===== config.mk =====
export PLATFORM = sky130hd
export DESIGN_NAME = memory_driver
export DESIGN_NICKNAME = d
export VERILOG_FILES = /design/src/rtl/memory_driver.sv
export SDC_FILE = /design/constraint.sdc
export NUM_CORES = 1
export LEC_CHECK = 0
export BUFFER_PORTS_ARGS = -buffer_cell sky130_fd_sc_hd__buf_4
export CORE_MARGIN = 10
export CORE_UTILIZATION = 46
export DETAILED_ROUTE_END_ITERATION = 10
export PLACE_DENSITY = 0.95
export SYNTH_ARGS = -nofsm -noshare
export SYNTH_HDL_FRONTEND = slang
export SYNTH_SLANG_ARGS = --single-unit

===== constraint.sdc =====
create_clock -name aclk -period 2.8 [get_ports aclk]
set_input_delay 0.56 -clock aclk [delete_from_list [all_inputs] [get_ports aclk]]
set_output_delay 0.56 -clock aclk [all_outputs]
set_load 0.01 [all_outputs]

===== src/rtl/memory_driver.sv =====
// Responder for the engine memory-request interface: turns each accepted request
// into one single-beat AXI4 read or write on the node RAM, one request at a time.
module memory_driver #(
  parameter int RAM_DATA_WIDTH = 32,
  parameter int RAM_ADDR_WIDTH = 16,
  parameter int RAM_STRB_WIDTH = RAM_DATA_WIDTH / 8,
  parameter int RAM_ID_WIDTH   = 8
) (
  input  logic                      aclk,
  input  logic                      aresetn,
  input  logic                      mem_valid,
  output logic                      mem_ready,
  input  logic                      mem_rd,
  input  logic                      mem_wr,
  input  logic [RAM_ADDR_WIDTH-1:0] mem_addr,
  input  logic [RAM_DATA_WIDTH-1:0] mem_wr_data,
  output logic                      mem_rd_valid,
  input  logic                      mem_rd_ready,
  output logic [RAM_DATA_WIDTH-1:0] mem_rd_data,
  output logic                      err,
  output logic                      awvalid,
  input  logic                      awready,
  output logic [RAM_ADDR_WIDTH-1:0] awaddr,
  output logic [RAM_ID_WIDTH-1:0]   awid,
  output logic [7:0]                awlen,
  output logic [2:0]                awsize,
  output logic [1:0]                awburst,
  output logic                      wvalid,
  input  logic                      wready,
  output logic [RAM_DATA_WIDTH-1:0] wdata,
  output logic [RAM_STRB_WIDTH-1:0] wstrb,
  output logic                      wlast,
  input  logic                      bvalid,
  output logic                      bready,
  input  logic [RAM_ID_WIDTH-1:0]   bid,
  input  logic [1:0]                bresp,
  output logic                      arvalid,
  input  logic                      arready,
  output logic [RAM_ADDR_WIDTH-1:0] araddr,
  output logic [RAM_ID_WIDTH-1:0]   arid,
  output logic [7:0]                arlen,
  output logic [2:0]                arsize,
  output logic [1:0]                arburst,
  input  logic                      rvalid,
  output logic                      rready,
  input  logic [RAM_ID_WIDTH-1:0]   rid,
  input  logic [RAM_DATA_WIDTH-1:0] rdata,
  input  logic [1:0]                rresp,
  input  logic                      rlast
);

  localparam logic [2:0] AX_SIZE = 3'($clog2(RAM_STRB_WIDTH));

  typedef enum logic [2:0] {IDLE, WR_REQ, WR_RESP, RD_REQ, RD_DATA, RD_CPL} state_t;

  state_t                    state;
  logic [RAM_ADDR_WIDTH-1:0] addr_q;
  logic [RAM_DATA_WIDTH-1:0] wdata_q;
  logic                      aw_done;
  logic                      w_done;
  logic                      unused_inputs;

  assign unused_inputs = ^{bid, rid, rlast};

  assign mem_ready = (state == IDLE) && aresetn;

  assign awaddr  = addr_q;
  assign araddr  = addr_q;
  assign wdata   = wdata_q;
  assign awid    = '0;
  assign arid    = '0;
  assign awlen   = 8'd0;
  assign arlen   = 8'd0;
  assign awsize  = AX_SIZE;
  assign arsize  = AX_SIZE;
  assign awburst = 2'b01;
  assign arburst = 2'b01;
  assign wstrb   = '1;
  assign wlast   = 1'b1;

  // A channel counts as done once its valid has dropped or it handshakes now
  assign aw_done = !awvalid || awready;
  assign w_done  = !wvalid || wready;

  always_ff @(posedge aclk or negedge aresetn) begin
    if (!aresetn) begin
      state        <= IDLE;
      addr_q       <= '0;
      wdata_q      <= '0;
      awvalid      <= 1'b0;
      wvalid       <= 1'b0;
      bready       <= 1'b0;
      arvalid      <= 1'b0;
      rready       <= 1'b0;
      mem_rd_valid <= 1'b0;
      mem_rd_data  <= '0;
      err          <= 1'b0;
    end else begin
      case (state)
        IDLE: begin
          if (mem_valid) begin
            addr_q  <= mem_addr;
            wdata_q <= mem_wr_data;
            if (mem_wr) begin
              state   <= WR_REQ;
              awvalid <= 1'b1;
              wvalid  <= 1'b1;
              if (mem_rd) err <= 1'b1;
            end else if (mem_rd) begin
              state   <= RD_REQ;
              arvalid <= 1'b1;
            end else begin
              err <= 1'b1;
            end
          end
        end
        WR_REQ: begin
          if (awvalid && awready) awvalid <= 1'b0;
          if (wvalid && wready) wvalid <= 1'b0;
          if (aw_done && w_done) begin
            state  <= WR_RESP;
            bready <= 1'b1;
          end
        end
        WR_RESP: begin
          if (bvalid) begin
            state  <= IDLE;
            bready <= 1'b0;
            if (bresp != 2'b00) err <= 1'b1;
          end
        end
        RD_REQ: begin
          if (arready) begin
            state   <= RD_DATA;
            arvalid <= 1'b0;
            rready  <= 1'b1;
          end
        end
        RD_DATA: begin
          if (rvalid) begin
            state        <= RD_CPL;
            rready       <= 1'b0;
            mem_rd_data  <= rdata;
            mem_rd_valid <= 1'b1;
            if (rresp != 2'b00) err <= 1'b1;
          end
        end
        RD_CPL: begin
          if (mem_rd_ready) begin
            state        <= IDLE;
            mem_rd_valid <= 1'b0;
          end
        end
        default: state <= IDLE;
      endcase
    end
  end

endmodule


; Word-level counts from Yosys, hierarchy flattened
; Index checks and enable logic that the tools add are counted.
; W data, S select, Z words.
[totals]
reg_bits = 90
output_inout_bits = 151
wordCells = 96
[classes]
n_eq_ne = 21
n_mux = 37
n_reduce_logical = 27
[op_table]
columns = cell, n
row1 = $ne A2 B2 Y1 const B, 13
row2 = $mux W3, 8
row3 = $mux W1, 21
row4 = $pmux W3 S6, 1
row5 = $reduce_bool A2 Y1, 7
row6 = $pmux W1 S2, 6
row7 = $ne A3 B3 Y1 const B, 3
row8 = $reduce_and A3 Y1, 3
row9 = $reduce_and A4 Y1, 2
row10 = $reduce_and A8 Y1, 1
row11 = $reduce_and A7 Y1, 1
row12 = $eq A3 B2 Y1 const B, 2
row13 = $eq A3 B3 Y1 const B, 2
row14 = $reduce_and A5 Y1, 1
row15 = $logic_and A1 B1 Y1, 4
row16 = $reduce_and A2 Y1, 2
row17 = $eq A3 B1 Y1 const B, 1
row18 = $logic_not A3 Y1, 1
row19 = $pmux W1 S3, 1
row20 = $reduce_bool A3 Y1, 1
row21 = $logic_not A1 Y1, 2
row22 = $logic_or A1 B1 Y1, 2

; Depth between registers and ports, before layout
[logic_depth]
ltp_word = 5
depth_mapped = 8
depth_no_buf = 5

; Worst setup path after synthesis
; No wires, ideal clock.
[synth_path]
path_type = register to register
start = register state[1]
end = register wdata_q[15] (netlist: wdata[15])
setup_time_ps = 125
t_arrival_ps = 1497
synth_period_minus_slack_ps = 1622
setup_slack_ps = 1178
path_stages_with_launch = 8
cell_sequence = dfrtp_1 -> buf_4 -> nor2_4 -> and3_4 -> buf_6 -> buf_6 -> buf_8 -> mux2_4
[synth_between]
elab_chain_cells = 2
[synth_rtl]
columns = element, line_no
row1 = "start, declared", 56  ; state_t state;
row2 = "start signal, assigned", 87  ; state <= IDLE;
row3 = "start signal, assigned", 105  ; state <= WR_REQ;
row4 = "start signal, assigned", 110  ; state <= RD_REQ;
row5 = $logic_not A3 Y1, 99  ; case (state)
row6 = $reduce_and A2 Y1 (no line), n/a
row7 = "end signal, assigned", 103  ; wdata_q <= mem_wr_data;
row8 = "end, declared", 58  ; logic [RAM_DATA_WIDTH-1:0] wdata_q;
; No other way between the ends.
; A chain may end at the register's enable or synchronous reset.

; Final worst setup path
[layout_path]
start = register state[1]
end = output mem_ready
[layout_between]
elab_chain_cells = 2
[layout_rtl]
columns = element, line_no
row1 = $logic_not A3 Y1, 65  ; assign mem_ready = (state == IDLE) && aresetn;
row2 = $logic_and A1 B1 Y1, 65
row3 = "end, declared", 12  ; output logic mem_ready,
; No other way between the ends.

==> impl_metrics.prom <==
# TYPE chip_impl_metric gauge
chip_impl_info{name="status",value="finished clean"} 1
chip_impl_metric{name="area.sequential",unit="sq mm"} 0.002252
chip_impl_metric{name="timing.final.hold_violations",unit=""} 0
chip_impl_metric{name="cts_sinks",unit=""} 90
chip_impl_metric{name="max_cap_violations",unit=""} 0
chip_impl_metric{name="path_clk_slew",unit="ns"} 0.11
chip_impl_metric{name="gp_congestion",unit=""} 0.8535
chip_impl_metric{name="cp.arrival",unit="ns"} 1.46
chip_impl_metric{name="synth_area_per_cell",unit="sq um"} 13.47
chip_impl_metric{name="reg2regPathDepth",unit=""} 3
chip_impl_metric{name="static_leakage",unit="nW"} 2.834
chip_impl_metric{name="cts_hold_buffers",unit=""} 0
chip_impl_metric{name="yosysSeqAreaShare",unit="%"} 54.63
chip_impl_metric{name="post_synthesis_cell_type_count",unit=""} 31
chip_impl_metric{name="drt-initial-drc-count",unit=""} 138
chip_impl_info{name="timing.critical_path.to_type",value="primary output"} 1
chip_impl_metric{name="maximum_number_of_pins_on_one_net_before_global_route_repair",unit=""} 50
chip_impl_metric{name="clock_path_buffers",unit=""} 2
chip_impl_info{name="reg2reg_from",value="state[1]$_DFFE_PN0P_"} 1
chip_impl_metric{name="post-cts-setup-buffers",unit=""} 0
chip_impl_metric{name="ctsHtreeMaxLevel",unit=""} 3
chip_impl_metric{name="detail_route.first_pass.iterations",unit=""} 4
chip_impl_metric{name="route.detailed.vias_per_inst",unit=""} 4.767
chip_impl_metric{name="avgRoutedWirePerCell",unit="um"} 18.98
chip_impl_metric{name="slew_headroom",unit="%"} 52.33
chip_impl_metric{name="nets",unit=""} 599
chip_impl_metric{name="slowest_delay",unit="ns"} 0.53
chip_impl_metric{name="floorplan.rows",unit=""} 34
chip_impl_metric{name="clock_latency_of_the_later_clocked_register_in_the_worst_skew_pair",unit="ns"} 0.36
chip_impl_info{name="clock_tree.root_cell",value="clkbuf_8"} 1
chip_impl_metric{name="max_slew.worst_pin.slew",unit="ns"} 0.7150
chip_impl_info{name="critical_path_class",value="reg -> out"} 1
chip_impl_metric{name="dieHeight",unit="um"} 114.7
chip_impl_metric{name="ant_nets",unit=""} 0
chip_impl_metric{name="coreArea",unit="sq mm"} 0.008721
chip_impl_metric{name="grt-ovfl-total",unit=""} 0
chip_impl_metric{name="irDropWorstVdd",unit="mV"} 0.6309
chip_impl_info{name="cp_cell_sequence",value="nor2_4, and3_1, buf_4"} 1
chip_impl_metric{name="floorplan.initialDensity",unit="%"} 47.27
chip_impl_metric{name="multi_input_comb_area",unit="sq mm"} 0.001421
chip_impl_metric{name="synth.ff_latch_count",unit=""} 90
chip_impl_info{name="cts_tree",value="done"} 1
chip_impl_metric{name="fin_total_pwr",unit="mW"} 6.038
chip_impl_metric{name="fp.dieArea",unit="sq mm"} 0.01315
chip_impl_metric{name="layout.core_utilization",unit="%"} 63.62
chip_impl_metric{name="detailed_route_wl",unit="um"} 11390
chip_impl_info{name="start_kind",value="flip-flop"} 1
chip_impl_metric{name="hpwlAfterDp",unit="um"} 9198
chip_impl_metric{name="pins_over_their_slew_limit",unit=""} 0
chip_impl_metric{name="drt_drc_violations_left",unit=""} 0
chip_impl_metric{name="route.vias.total",unit=""} 2860
chip_impl_metric{name="fillers",unit=""} 703
chip_impl_metric{name="period_needed",unit="ns"} 2.020
chip_impl_metric{name="grt_usage",unit="%"} 16.23
chip_impl_metric{name="cts.repair.resized",unit=""} 0
chip_impl_metric{name="power-per-cell-area",unit="mW/mm^2"} 1088
chip_impl_metric{name="fmaxAchievable",unit="MHz"} 495.2
chip_impl_metric{name="grt_pass1_wl",unit="um"} 17060
chip_impl_metric{name="totalNegativeSetupSlack",unit="ns"} 0
chip_impl_metric{name="fin_skew",unit="ns"} 0.02257
chip_impl_metric{name="critPathMaxFanout",unit=""} 11
chip_impl_metric{name="die-width",unit="um"} 114.7
chip_impl_metric{name="via_count_of_the_first_global_routing_pass",unit=""} 3176
chip_impl_metric{name="syn_inst",unit=""} 306
chip_impl_metric{name="cts_buffers",unit=""} 9
chip_impl_metric{name="drive_above_1_share",unit="%"} 46.75
chip_impl_metric{name="area_growth_syn_to_layout",unit="%"} 34.57
chip_impl_metric{name="report.final.setup_viol",unit=""} 0
chip_impl_metric{name="io_buffers",unit=""} 198
chip_impl_metric{name="num_antenna_cells",unit=""} 0
chip_impl_info{name="worst_r2r_endpoint",value="araddr[12]$_DFFE_PN0P_"} 1
chip_impl_metric{name="syn-cell-area",unit="sq mm"} 0.004123
chip_impl_metric{name="yosysWarnings",unit=""} 0
chip_impl_info{name="hold_class",value="in -> async"} 1
chip_impl_info{name="grt_setup_unrepaired",value="false"} 1
chip_impl_metric{name="final.period_utilization",unit="%"} 72.13
chip_impl_info{name="worst_path_max_delay_cell",value="dfrtp_1"} 1
chip_impl_metric{name="cp.required",unit="ns"} 2.24
chip_impl_metric{name="grt_antenna_before_repair",unit=""} 0
chip_impl_metric{name="regToRegSetupSlack",unit="ns"} 0.79
chip_impl_metric{name="io_pins",unit=""} 263
-- placed cells by master (no fill, tap or decap) --
cell type   instances
nor3_1              1
o22ai_1             2
dfrtp_1            90
nand2_1            10
conb_1             47
clkbuf_8            9
o21ai_1             6
clkinv_4            1
nor2_4              1
a32o_1              1
o21bai_1            1
a21o_1              2
nand2b_1            2
clkinvlp_4          1
bufinv_16           1
inv_1               5
mux2_4              9
or3_1               1
nor3b_1             1
and3_1              2
a31oi_1             6
xnor2_1             1
inv_8               1
o31a_1              1
inv_2               1
and2b_4             1
o21ai_0             5
inv_6               3
nor2_1              4
buf_4             201
a21oi_1             1
a222oi_1            1
mux2_1             72
and3_4              1
-- cells in the mapped netlist --
cell      count  area [sq um]
nor2_4        1         11.26
nor3b_1       1         7.510
inv_1         5         18.77
a31oi_1       6         37.54
a222oi_1      1         10.01
xnor2_1       1         8.760
and2b_4       1         10.01
inv_2         1         3.750
nand2b_1      2         12.51
a32o_1        1         10.01
nor2_1        4         15.01
o22ai_1       2         12.51
o21bai_1      1         7.510
o31a_1        1         8.760
a21o_1        2         15.01
o21ai_1       6         30.03
buf_6         6         67.56
mux2_4        9         135.1
mux2_1       72         810.8
buf_8         1         15.01
o21ai_0       5         25.02
buf_4        67         503.0
nor3_1        1         5.000
or3_1         1         6.260
and3_4        1         11.26
a21oi_1       1         5.000
and3_1        2         12.51
conb_1        2         7.510
dfrtp_1      90          2252
buf_2         2         10.01
nand2_1      10         37.54
-- registers in the layout, summed over array words and instances, names as in the netlist --
| signal | count |
|---|---|
| araddr | 16 |
| err | 1 |
| awvalid | 1 |
| wdata | 32 |
| bready | 1 |
| rready | 1 |
| state | 3 |
| mem_rd_data | 32 |
| wvalid | 1 |
| arvalid | 1 |
| mem_rd_valid | 1 |
-- stage by stage --
stage | setup WS (ns) | area [sq um] | hold WS (ns) | cells
after floorplan | 1.178 | 4292 | 0.2644 | 351
after global placement | 0.8893 | 5340 | 0.4504 | 584
after detailed placement | 0.8209 | 5340 | 0.4690 | 584
after CTS | 0.7743 | 5548 | 0.2911 | 600
after global routing | 0.6893 | 5548 | 0.3082 | 600
final | 0.7805 | 5548 | 0.2667 | 600
-- power breakdown --
| part | switching [mW] | internal, mW | total (mW) |
|---|---|---|---|
| Combinational | 1.25 | 1.53 | 2.78 |
| Sequential | 0.404 | 1.92 | 2.32 |
| Clock | 0.506 | 0.431 | 0.936 |
-- cells by family after synthesis --
logic type | Yosys count | synth area share [%]
flops | 90 | 54.63
mux | 81 | 22.94
xor+xnor | 1 | 0.2125
compound gates | 26 | 3.915
other cells | 2 | 0.1822
simple gates | 24 | 3.126
buf+inv | 82 | 14.99
-- per-layer routing --
layer / track usage [%] / wire [um] / part of all wire [%]
met5: 0 / 0 / 0
met4: 4.845 / 186 / 1.6
met3: 6.027 / 993 / 8.7
met2: 30.84 / 6258 / 55
met1: 15.75 / 3949 / 35
-- worst max-delay path, delay by kind of cell (launching register included) --
family | cells | cell delay [ns]
flops | 1 | 0.53
buf+inv | 1 | 0.13
simple gates | 2 | 0.45
-- worst max path at each step --
stage	from	endpoint	slack (ns)	cells past startpoint
after floorplan	state[1]$_DFFE_PN0P_	wdata[15]$_DFFE_PN0P_	1.18	7
after global placement	state[2]$_DFFE_PN0P_	araddr[4]$_DFFE_PN0P_	0.89	3
after detailed placement	state[2]$_DFFE_PN0P_	wdata[5]$_DFFE_PN0P_	0.82	3
after CTS	state[2]$_DFFE_PN0P_	mem_ready	0.77	3
after global routing	state[1]$_DFFE_PN0P_	araddr[2]$_DFFE_PN0P_	0.69	3
final	state[1]$_DFFE_PN0P_	mem_ready	0.78	3
-- layout make-up --
type / instances / share of cell area [%]
inverters: 6 / 0.4060
clock buffers: 9 / 2.233
well taps: 108 / 2.436
flip-flops and latches: 90 / 40.60
repair buffers: 201 / 27.20
multi-input cells: 179 / 25.62
clock inverters: 7 / 1.511
No activity file was read; power rests on OpenSTA's default activity.
